$ cat config.mk
export PLATFORM = sky130hd
export DESIGN_NAME = score_digit_sequencer
export DESIGN_NICKNAME = d
export VERILOG_FILES = /design/src/rtl/score_digit_sequencer.sv
export SDC_FILE = /design/constraint.sdc
export NUM_CORES = 1
export LEC_CHECK = 0
export ABC_AREA = 1
export BUFFER_PORTS_ARGS = -buffer_cell sky130_fd_sc_hd__buf_2
export CAP_MARGIN = 20
export CORE_AREA = 2 2 97 99
export CTS_CLUSTER_DIAMETER = 80
export DETAILED_ROUTE_END_ITERATION = 12
export DIE_AREA = 0 0 99 101
export PLACE_DENSITY_LB_ADDON = 0.08
export SLEW_MARGIN = 40
export SYNTH_ARGS = -nofsm -noshare
export SYNTH_HDL_FRONTEND = slang
export SYNTH_SLANG_ARGS = --single-unit
$ cat constraint.sdc
create_clock -name clk -period 1.6 [get_ports clk]
set_input_delay 0.32 -clock clk [delete_from_list [all_inputs] [get_ports clk]]
set_output_delay 0.32 -clock clk [all_outputs]
set_load 0.02 [all_outputs]
$ cat src/rtl/score_digit_sequencer.sv
// Sequential double-dabble converter for the game score plus a time-multiplexed
// digit scanner that drives one shared digit decoder.
module score_digit_sequencer #(
  parameter int NUM_DIGITS = 4,
  parameter int SCORE_W    = 14,
  parameter int SCAN_DIV   = 50000,
  parameter int BLANK_LZ   = 1
) (
  input  logic                    clk,
  input  logic                    rst_n,
  input  logic [SCORE_W-1:0]      score_in,
  input  logic                    score_load,
  output logic                    busy,
  output logic [4*NUM_DIGITS-1:0] bcd_out,
  output logic [3:0]              digit_num,
  output logic [NUM_DIGITS-1:0]   digit_sel,
  output logic                    digit_blank
);

  localparam int BCD_W = 4 * NUM_DIGITS;
  localparam int CNT_W = $clog2(SCORE_W + 1);
  localparam int PRE_W = (SCAN_DIV > 1) ? $clog2(SCAN_DIV) : 1;
  localparam int IDX_W = (NUM_DIGITS > 1) ? $clog2(NUM_DIGITS) : 1;
  localparam logic [31:0] MAX_VAL = 32'(10 ** NUM_DIGITS - 1);

  typedef enum logic [1:0] {IDLE, CONVERT, COMMIT} state_t;

  state_t             state;
  logic [BCD_W-1:0]   scratch;
  logic [BCD_W-1:0]   adjusted;
  logic [SCORE_W-1:0] bin;
  logic [SCORE_W-1:0] pend_val;
  logic               pending;
  logic [CNT_W-1:0]   bit_cnt;
  logic [PRE_W-1:0]   prescale;
  logic [IDX_W-1:0]   idx;
  logic               all_zero;

  // Scores beyond what the display can show saturate at all nines.
  function automatic logic [SCORE_W-1:0] clamp(input logic [SCORE_W-1:0] v);
    if (32'(v) > MAX_VAL) return SCORE_W'(MAX_VAL);
    return v;
  endfunction

  genvar gi;
  generate
    for (gi = 0; gi < NUM_DIGITS; gi++) begin : g_adj
      assign adjusted[4*gi +: 4] = (scratch[4*gi +: 4] >= 4'd5) ?
                                   scratch[4*gi +: 4] + 4'd3 : scratch[4*gi +: 4];
    end
  endgenerate

  assign busy = (state != IDLE);

  always_ff @(posedge clk or negedge rst_n) begin
    if (!rst_n) begin
      state    <= IDLE;
      scratch  <= '0;
      bin      <= '0;
      pend_val <= '0;
      pending  <= 1'b0;
      bit_cnt  <= '0;
      bcd_out  <= '0;
    end else begin
      case (state)
        IDLE: begin
          if (score_load) begin
            bin     <= clamp(score_in);
            scratch <= '0;
            bit_cnt <= '0;
            state   <= CONVERT;
          end
        end
        CONVERT: begin
          scratch <= {adjusted[BCD_W-2:0], bin[SCORE_W-1]};
          bin     <= {bin[SCORE_W-2:0], 1'b0};
          bit_cnt <= bit_cnt + 1'b1;
          if (score_load) begin
            pending  <= 1'b1;
            pend_val <= score_in;
          end
          if (bit_cnt == CNT_W'(SCORE_W - 1)) state <= COMMIT;
        end
        COMMIT: begin
          bcd_out <= scratch;
          // A load arriving on the commit cycle is the newest request, so it wins.
          if (score_load || pending) begin
            bin     <= clamp(score_load ? score_in : pend_val);
            scratch <= '0;
            bit_cnt <= '0;
            pending <= 1'b0;
            state   <= CONVERT;
          end else begin
            state <= IDLE;
          end
        end
        default: state <= IDLE;
      endcase
    end
  end

  always_ff @(posedge clk or negedge rst_n) begin
    if (!rst_n) begin
      prescale <= '0;
      idx      <= '0;
    end else if (prescale == PRE_W'(SCAN_DIV - 1)) begin
      prescale <= '0;
      idx      <= (idx == IDX_W'(NUM_DIGITS - 1)) ? '0 : idx + 1'b1;
    end else begin
      prescale <= prescale + 1'b1;
    end
  end

  // Walk from the top digit down so all_zero means "this and every higher nibble is 0".
  always_comb begin
    digit_num   = 4'd0;
    digit_sel   = '0;
    digit_blank = 1'b0;
    all_zero    = 1'b1;
    for (int i = NUM_DIGITS - 1; i >= 0; i--) begin
      all_zero = all_zero && (bcd_out[4*i +: 4] == 4'd0);
      if (idx == IDX_W'(i)) begin
        digit_num    = bcd_out[4*i +: 4];
        digit_sel[i] = 1'b1;
        digit_blank  = (BLANK_LZ != 0) && (i != 0) && all_zero;
      end
    end
  end

endmodule

==> flow_summary.ini, run 1 <==
[outcome]
outcome = finished, violations left
violations = setup timing

[hold_path]
hold_class = in2reg
hp-start = score_in[5]
whs_path_depth = 3
hold_end = pend_val[5]$_DFFE_PN0P_

[cells_and_area]
insertedDiodeCount = 0
final_nets = 745
syn_to_final_growth_pct = 37.55
design_area_sq_um = 6430
drive_above_1_share = 0.3151
final_common_cell = nand2_1
final_cell_mix = nand2_1 (155), dfrtp_1 (84), inv_1 (55)

[timing]
fmax_mhz = 504.6
post-route-period-util = 1.239
finalSetupViolCount = 42
fin_skew_ns = 0.01066
grt_setup_unrepaired = yes
worst_slack_ns = -0.3820
hold_viol = 0
fin_setup_tns_ns = -6.776
period_needed_ns = 1.982
whs_ns = 0.2266
slew_headroom = 0.6996
slew_viol_final = 0
worst_pin_slew_ns = 0.4506

[setup_path]
path_cells = buf_6 > ha_4 > nor2_4 > o22ai_1 > a211oi_2 > buf_4
rr_worst_depth = 8
reg2reg_to = bit_cnt[0]$_DFFE_PN0P_
worstPathRequired_ns = 1.28
start_kind = flop
critPathCaptureType = primary output
critPathKind = reg2out
worst-path-max-fanout = 7
ff2ff_setup_slack_ns = -0.23
crit_path_top_delay_cell = dfrtp_1
worst_ep_arrival_time_ns = 1.66
max_stage_delay_ns = 0.41
reg2reg_from = state[1]$_DFFE_PN0P_

[synthesis]
synth_area_per_cell_sq_um = 7.651
synth_cell_types = 27
synth_top_area_frac = 0.4550
synth_area_leaders = dfrtp_1 (46%), nand2_1 (14%), o21ai_0 (5.9%)
ys_seq_elements = 85
yosysSeqAreaShare = 0.4550
ys.warnings.count = 0
synthCells = 611
synth_area_sq_um = 4674
synth_top_cell_by_area = dfrtp_1
synth_nets = 647

[cts]
cts_root_buf = clkbuf_8
h-tree-depth = 3
clockBufferDepth = 2
cts_tree = built
cts_buffers = 9
cts.sinks = 85
path_clk_slew_ns = 0.09
worstSkewPairLatency_ns = 0.35

[floorplanning]
placementRows = 35
pin_count = 43
initial_utilization = 0.5207
die_w_um = 99
core_area_sq_um = 8977
die_h_um = 101
dieArea_sq_um = 9999

[global_routing]
grt_max_degree = 34
grt_pass1_vias = 4151
grt_pass1_wl_mm = 18.53
grt_overflow_total = 0
track_usage = 0.2285
antenna_found_initial = 0

[placed_design]
dp_hpwl_mm = 8.000
preCtsSetupSlack_ns = -0.06724
dpl_cell_area_sq_um = 5380
gp_congestion = 0.8382
io_buffers = 42

[drt]
ant_nets = 0
drt_pre_antenna_iters = 5
drc_errors = 0
drtIter0Drc = 223
routed_via_density = 5.354
vias = 4417
avgRoutedWirePerCell_um = 14.99
drt-total-wl_mm = 12.37

[power_and_ir_drop]
p_leak_nw = 3.025
p_per_area_nw_per_um2 = 1476
ir_drop_v = 0.001786

[run]
drv_cap = 0
## where the power goes
group          internal (W)  leakage [nW]  switching [W]
Combinational       0.00210          1.78        0.00253
Clock               0.00109         0.127       0.000828
Sequential          0.00261          1.12       0.000319
## worst max-delay path by stage
stage                                    start                       to  slack, ns  cells past startpoint
final                       idx[0]$_DFFE_PN0N_              digit_blank      -0.38                      6
after global routing        idx[0]$_DFFE_PN0N_              digit_blank      -0.46                      6
after CTS                   idx[1]$_DFFE_PN0N_              digit_blank      -0.37                      6
after detailed placement  state[0]$_DFFE_PN0P_  scratch[13]$_DFFE_PN0P_      -0.07                      8
after global placement      idx[0]$_DFFE_PN0N_             digit_num[1]      -0.03                      8
after floorplan             idx[0]$_DFFE_PN0N_             digit_num[0]      -0.04                      4
## critical path: cells and delay by family (launching register included)
| kind | cells | cell delay [ns] |
|---|---|---|
| AND/OR/NAND/NOR | 1 | 0.10 |
| adder cells (fa/ha/maj) | 1 | 0.19 |
| flip-flops | 1 | 0.41 |
| buffers and inverters | 2 | 0.31 |
| AO/OA/AOI/OAI | 2 | 0.30 |
## final cells by class
type / instances / area [sq um]
Timing Repair Buffer: 108 / 938.4
Inverter: 67 / 267.8
Clock inverter: 6 / 116.4
Fill cell: 693 / 2547
Clock buffer: 10 / 137.6
Tap cell: 111 / 138.9
Sequential cell: 85 / 2128
Multi-Input combinational cell: 438 / 2703
## what timing repair did
action	in CTS	in global routing
gates resized for setup	29	110
pin swaps	4	35
hold buffers	1	0
hold endpoints to repair	29	0
setup endpoints to repair	35	57
gates cloned	1	3
setup buffers	3	17
## metrics by stage
step | util | instances | power, W
2_1_floorplan | - | 611 | 0.004962
3_3_place_gp | 0.5993 | 785 | 0.006136
3_5_place_dp | 0.5993 | 785 | 0.006203
4_1_cts | 0.6422 | 806 | 0.008312
5_1_grt | 0.7162 | 825 | 0.01009
6_report | 0.7162 | 825 | 0.009490
## per-layer routing
metal,GRT usage,up-vias,wire (um)
met5,0,-,0
met4,0.08114,0,138
met3,0.03121,16,384
met2,0.3851,83,6353
met1,0.3036,2130,5491
li1,-,2188,-
## cells in the mapped netlist
cell      number
buf_6          1
o22ai_1       17
buf_4          2
inv_1         66
or2_2          7
nor4_1         5
o211ai_1       4
clkbuf_1      15
buf_2          4
nor3_1        10
ha_1          19
nand2_1      172
clkinv_1       1
mux2i_1        1
nand2_2        1
o31ai_1        1
o21ai_0       55
xor2_1        13
nand4_1        5
dfrtp_1       85
nor3_4         1
a211oi_1       1
nor2_1        43
nand3_1       37
a21oi_1       42
xnor2_1        2
a31oi_1        1
## cells by family after synthesis
kind of cell             Yosys count  share of synthesized area
XOR/XNOR                          15                    0.02811
multiplexers                       1                   0.002141
AND/OR/NAND/NOR                  281                     0.2505
flip-flops                        85                     0.4550
adder cells (fa/ha/maj)           19                    0.05086
AO/OA/AOI/OAI                    121                     0.1376
buffers and inverters             89                    0.07575
## sequential cells by signal (all words and copies together) (netlist names)
name and cells:
bcd_out 16, prescale 16, scratch 16, bin 14, pend_val 14, bit_cnt 4
idx 2, state 2, pending 1
No activity file was read; power rests on OpenSTA's default activity.
==> run 2: changes to the inputs <==
--- a/config.mk
+++ b/config.mk
@@ -8,10 +8,10 @@
 export ABC_AREA = 1
 export BUFFER_PORTS_ARGS = -buffer_cell sky130_fd_sc_hd__buf_2
 export CAP_MARGIN = 20
-export CORE_AREA = 2 2 97 99
+export CORE_AREA = 2 2 96 98
 export CTS_CLUSTER_DIAMETER = 80
 export DETAILED_ROUTE_END_ITERATION = 12
-export DIE_AREA = 0 0 99 101
+export DIE_AREA = 0 0 98 100
 export PLACE_DENSITY_LB_ADDON = 0.08
 export SLEW_MARGIN = 40
 export SYNTH_ARGS = -nofsm -noshare
==> constraint.sdc (replaced) <==
create_clock -name clk -period 2.4 [get_ports clk]
set_input_delay 0.48 -clock clk [delete_from_list [all_inputs] [get_ports clk]]
set_output_delay 0.48 -clock clk [all_outputs]
set_load 0.02 [all_outputs]
==> flow_summary.ini, run 2 (synthesized netlist as in run 1, its figures left out) <==
[outcome]
outcome = completed

[setup_path]
crit_family = flip-flops
reg2reg_from = state[0]$_DFFE_PN0P_
worstPathRequired_ns = 1.92
max_stage_delay_ns = 0.41
cp-endpoint = digit_num[1]
path_depth = 8
worstSetupStartpoint = idx[0]$_DFFE_PN0N_
critPathCaptureType = primary output
rr_worst_depth = 10
ff2ff_setup_slack_ns = 0.52
crit_buf_inv = 3
path_cells = inv_1 > ha_2 > inv_1 > nand3_1 > nand2_1 > o211ai_1 > o21ai_0 > buf_2
crit_path_top_delay_cell = dfrtp_1
cpMostUsedCell = inv_1
critPathKind = reg2out
worst-path-max-fanout = 7
worst_ep_arrival_time_ns = 1.76
start_kind = flop
reg2reg_to = bin[11]$_DFFE_PN0P_

[global_routing]
grt_pass1_vias = 3996
grt_overflow_total = 0
grt_pass1_wl_mm = 18.02
track_usage = 0.2229
antenna_found_initial = 0
grt_max_degree = 50

[cells_and_area]
nFillCells = 823
syn_to_final_growth_pct = 12.26
insertedDiodeCount = 0
final_common_cell = nand2_1
final_nets = 689
final_cell_mix = nand2_1 (172), dfrtp_1 (85), inv_1 (66)
reg_top3 = bcd_out: 16 flops, prescale: 16 flops, scratch: 16 flops
drive_above_1_share = 0.1187

[run]
drv_cap = 0

[cts]
clockBufferDepth = 2
cts_root_buf = clkbuf_8
hold_buffers = 0
cts_repair_resize_count = 0
cts.sinks = 85
worstSkewPairLatency_ns = 0.35
h-tree-depth = 3
path_clk_slew_ns = 0.09
cts_tree = built
post_cts_buffers = 0
cts_buffers = 9

[timing]
finalSetupViolCount = 0
post-route-period-util = 0.9321
slew_viol_final = 0
worst_pin_slew_ns = 0.6933
grt_setup_unrepaired = no
period_needed_ns = 2.237
hold_viol = 0
slew_headroom = 0.5336
worst_slack_ns = 0.1629
fin_skew_ns = 0.01398
fmax_mhz = 447.0
fin_setup_tns_ns = 0

[drt]
avgRoutedWirePerCell_um = 13.42
ant_nets = 0
drt-total-wl_mm = 10.30
vias = 4106
routed_via_density = 5.346
drc_errors = 0
drtIter0Drc = 210
drt_pre_antenna_iters = 4

[power_and_ir_drop]
ir_drop_v = 0.0005791
p_per_area_nw_per_um2 = 935.7
p_leak_nw = 2.617

[floorplanning]
die_h_um = 100
core_area_sq_um = 8890
dieArea_sq_um = 9800
die_w_um = 98
placementRows = 35
pin_count = 43
initial_utilization = 0.5258

[placed_design]
io_buffers = 42
preCtsSetupSlack_ns = 0.3377
gp_congestion = 0.9175
dp_hpwl_mm = 7.505

[hold_path]
hold_class = in2async
## run 2: cell count changes in the layout (fill, tap and decap cells not counted), moves of 12 or more
| cell | change |
|---|---|
| buf_4 | -34 |
| o22ai_1 | +15 |
| buf_6 | -16 |
| nand2_2 | -12 |
| a21oi_1 | +12 |
| nand2_1 | +17 |
| o22ai_2 | -14 |
## run 2: worst min-delay path by stage
| stage | endpoint | startpoint | cells past startpoint | slack, ns |
|---|---|---|---|---|
| global route | scratch[1]$_DFFE_PN0P_ | rst_n | 1 | 0.12 |
| floorplan | bcd_out[0]$_DFFE_PN0P_ | rst_n | 0 | 0.18 |
| finish | scratch[1]$_DFFE_PN0P_ | rst_n | 1 | 0.08 |
| global placement | prescale[0]$_DFF_PN0_ | prescale[0]$_DFF_PN0_ | 1 | 0.45 |
| CTS | scratch[1]$_DFFE_PN0P_ | rst_n | 1 | 0.1 |
| detailed placement | prescale[0]$_DFF_PN0_ | prescale[0]$_DFF_PN0_ | 1 | 0.45 |
## run 2: layer usage
| metal | vias up | wire [um] | track usage |
|---|---|---|---|
| met5 | - | 0 | 0 |
| met4 | 0 | 172 | 0.07799 |
| met3 | 16 | 460 | 0.03900 |
| met2 | 99 | 4961 | 0.3809 |
| met1 | 1917 | 4710 | 0.2877 |
| li1 | 2074 | - | - |
## run 2: cell type report
type                    count  area, sq um  area share
clock buffers              12        155.1     0.02957
clock inverters             3        68.82     0.01311
inverters                  67        251.5     0.04793
multi-input cells         437         2198      0.4189
flip-flops and latches     85         2127      0.4053
well taps                 111        138.9     0.02647
repair buffers             53        307.8     0.05866
## run 2: through the flow
stage / util / std cells / total power, W / hold WS (ns) / area (sq um)
floorplan: - / 611 / 0.003239 / 0.1844 / 4674
global placement: 0.5645 / 753 / 0.003753 / 0.4461 / 5019
detailed placement: 0.5645 / 753 / 0.003791 / 0.4548 / 5019
CTS: 0.5897 / 768 / 0.004938 / 0.09749 / 5243
global route: 0.5903 / 768 / 0.005294 / 0.1201 / 5248
finish: 0.5903 / 768 / 0.004910 / 0.08232 / 5248
## run 2: power by group
group / total (W) / switching (W) / internal, W
sequential: 0.00193 / 0.000190 / 0.00174
combinational: 0.00184 / 0.00120 / 0.000638
clock: 0.00114 / 0.000501 / 0.000641
total: 0.00491 / 0.00189 / 0.00302
==> run 3: changes to the inputs <==
--- a/config.mk
+++ b/config.mk
@@ -12,7 +12,7 @@
 export CTS_CLUSTER_DIAMETER = 80
 export DETAILED_ROUTE_END_ITERATION = 12
 export DIE_AREA = 0 0 98 100
-export PLACE_DENSITY_LB_ADDON = 0.08
+export PLACE_DENSITY_LB_ADDON = 0.1
 export SLEW_MARGIN = 40
 export SYNTH_ARGS = -nofsm -noshare
 export SYNTH_HDL_FRONTEND = slang
==> constraint.sdc (replaced) <==
create_clock -name clk -period 2.2 [get_ports clk]
set_input_delay 0.44 -clock clk [delete_from_list [all_inputs] [get_ports clk]]
set_output_delay 0.44 -clock clk [all_outputs]
set_load 0.05 [all_outputs]
==> flow_summary.ini, run 3 (synthesized netlist as in run 1, its figures left out) <==
[drt]
avgRoutedWirePerCell_um = 13.37
routed_via_density = 5.277
ant_nets = 0
drtIter0Drc = 173
drt-total-wl_mm = 10.36
drt_pre_antenna_iters = 4
vias = 4090
drc_errors = 0

[cts]
cts_buffers = 9
cts_tree = built
h-tree-depth = 3
path_clk_slew_ns = 0.09
cts.sinks = 85
cts_root_buf = clkbuf_8
worstSkewPairLatency_ns = 0.35
clockBufferDepth = 2

[setup_path]
worst-path-max-fanout = 7
critPathKind = reg2out
critPathCaptureType = primary output
worst_ep_arrival_time_ns = 1.69
start_kind = flop
worstPathRequired_ns = 1.76

[placed_design]
placed_cells = 756
dp_hpwl_mm = 7.553
preCtsSetupSlack_ns = 0.2202
gp_congestion = 0.8541
dpl_cell_area_sq_um = 5052
io_buffers = 42

[global_routing]
track_usage = 0.2223
grt_overflow_total = 0
grt_pass1_wl_mm = 17.84
antenna_found_initial = 0
grt_pass1_vias = 3857
grt_max_degree = 67

[timing]
period_needed_ns = 2.134
fin_skew_ns = 0.01436
worst_pin_slew_ns = 0.4498
hold_viol = 0
post-route-period-util = 0.9700
fin_setup_tns_ns = 0
fmax_mhz = 468.6
worst_slack_ns = 0.06594
slew_headroom = 0.6994
slew_viol_final = 0
whs_ns = 0.3285
grt_setup_unrepaired = yes
finalSetupViolCount = 0

[power_and_ir_drop]
ir_drop_v = 0.0006469
p_per_area_nw_per_um2 = 1020
p_leak_nw = 2.651

[cells_and_area]
syn_to_final_growth_pct = 14.37
final_common_cell = nand2_1
nFillCells = 830
insertedDiodeCount = 0
multi_input_area_sq_um = 2237
drive_above_1_share = 0.1370
reg_top3 = bcd_out: 16 flops, prescale: 16 flops, scratch: 16 flops
final_nets = 695
regArea_sq_um = 2127
final_cell_mix = nand2_1 (172), dfrtp_1 (85), inv_1 (61)
design_area_sq_um = 5346
fin_cells = 775

[floorplanning]
die_w_um = 98
die_h_um = 100
core_area_sq_um = 8890
pin_count = 43
dieArea_sq_um = 9800
placementRows = 35
initial_utilization = 0.5258

[run]
drv_cap = 0

[hold_path]
hold_class = in2reg

[outcome]
outcome = completed
-- run 3: changes by cell type in the layout (fill, tap and decap cells not counted), sizes merged --
| cell | delta |
|---|---|
| clkinv | +2 |
| buf | +5 |
| dlygate4sd3 | +1 |
| clkbuf | -1 |
-- run 3: path summary, 6_finish.rpt --
check / depth (start not counted) / endpoint / slack [ns] / start
worst max-delay path: 6 / digit_blank / 0.07 / idx[0]$_DFFE_PN0N_
worst min-delay path: 3 / pend_val[5]$_DFFE_PN0P_ / 0.33 / score_in[5]
worst max register to register: 7 / bit_cnt[0]$_DFFE_PN0P_ / 0.31 / state[0]$_DFFE_PN0P_
worst min register to register: 1 / prescale[0]$_DFF_PN0_ / 0.45 / prescale[0]$_DFF_PN0_
max in group asynchronous: 3 / prescale[15]$_DFF_PN0_ / 1.05 / rst_n
min in group asynchronous: 2 / pend_val[5]$_DFFE_PN0P_ / 0.51 / rst_n
-- run 3: final cells by class --
class                           count  share of cell area
Multi-Input combinational cell    437              0.4184
Inverter                           67             0.04751
Tap cell                          111             0.02598
Clock inverter                      5             0.01404
Sequential cell                    85              0.3978
Timing Repair Buffer               59             0.07161
Clock buffer                       11             0.02457
-- run 3: power breakdown --
group | internal, W | switching, W
registers | 0.00190 | 0.000191
clock network | 0.000636 | 0.000546
logic | 0.000731 | 0.00145
-- run 3: metrics by stage --
| step | util | total power (W) |
|---|---|---|
| after floorplan | - | 0.003664 |
| after global placement | 0.5683 | 0.004223 |
| after detailed placement | 0.5683 | 0.004281 |
| after CTS | 0.5949 | 0.005489 |
| after global routing | 0.6014 | 0.005894 |
| final | 0.6014 | 0.005456 |
-- run 3: timing repair --
action	4_1_cts	5_1_grt
buffers inserted	0	2
hold endpoints to repair	19	0
resized for setup	8	13
pin swaps	0	3
hold buffers	1	0
setup endpoints to repair	5	5
-- run 3: metal layers --
layer / wire, um / GRT usage / up-vias
li1: - / - / 2092
met1: 5067 / 0.3195 / 1912
met2: 4721 / 0.3488 / 76
met3: 459 / 0.04666 / 10
met4: 111 / 0.05342 / 0
met5: 0 / 0 / -
-- run 3: worst max-delay path, cell delays in order, from the launching register on --
cell and delay [ns]:
dfrtp_1 0.44, inv_2 0.09, ha_4 0.20, nor2_4 0.10, o22ai_1 0.09, a211oi_2 0.24
buf_6 0.19
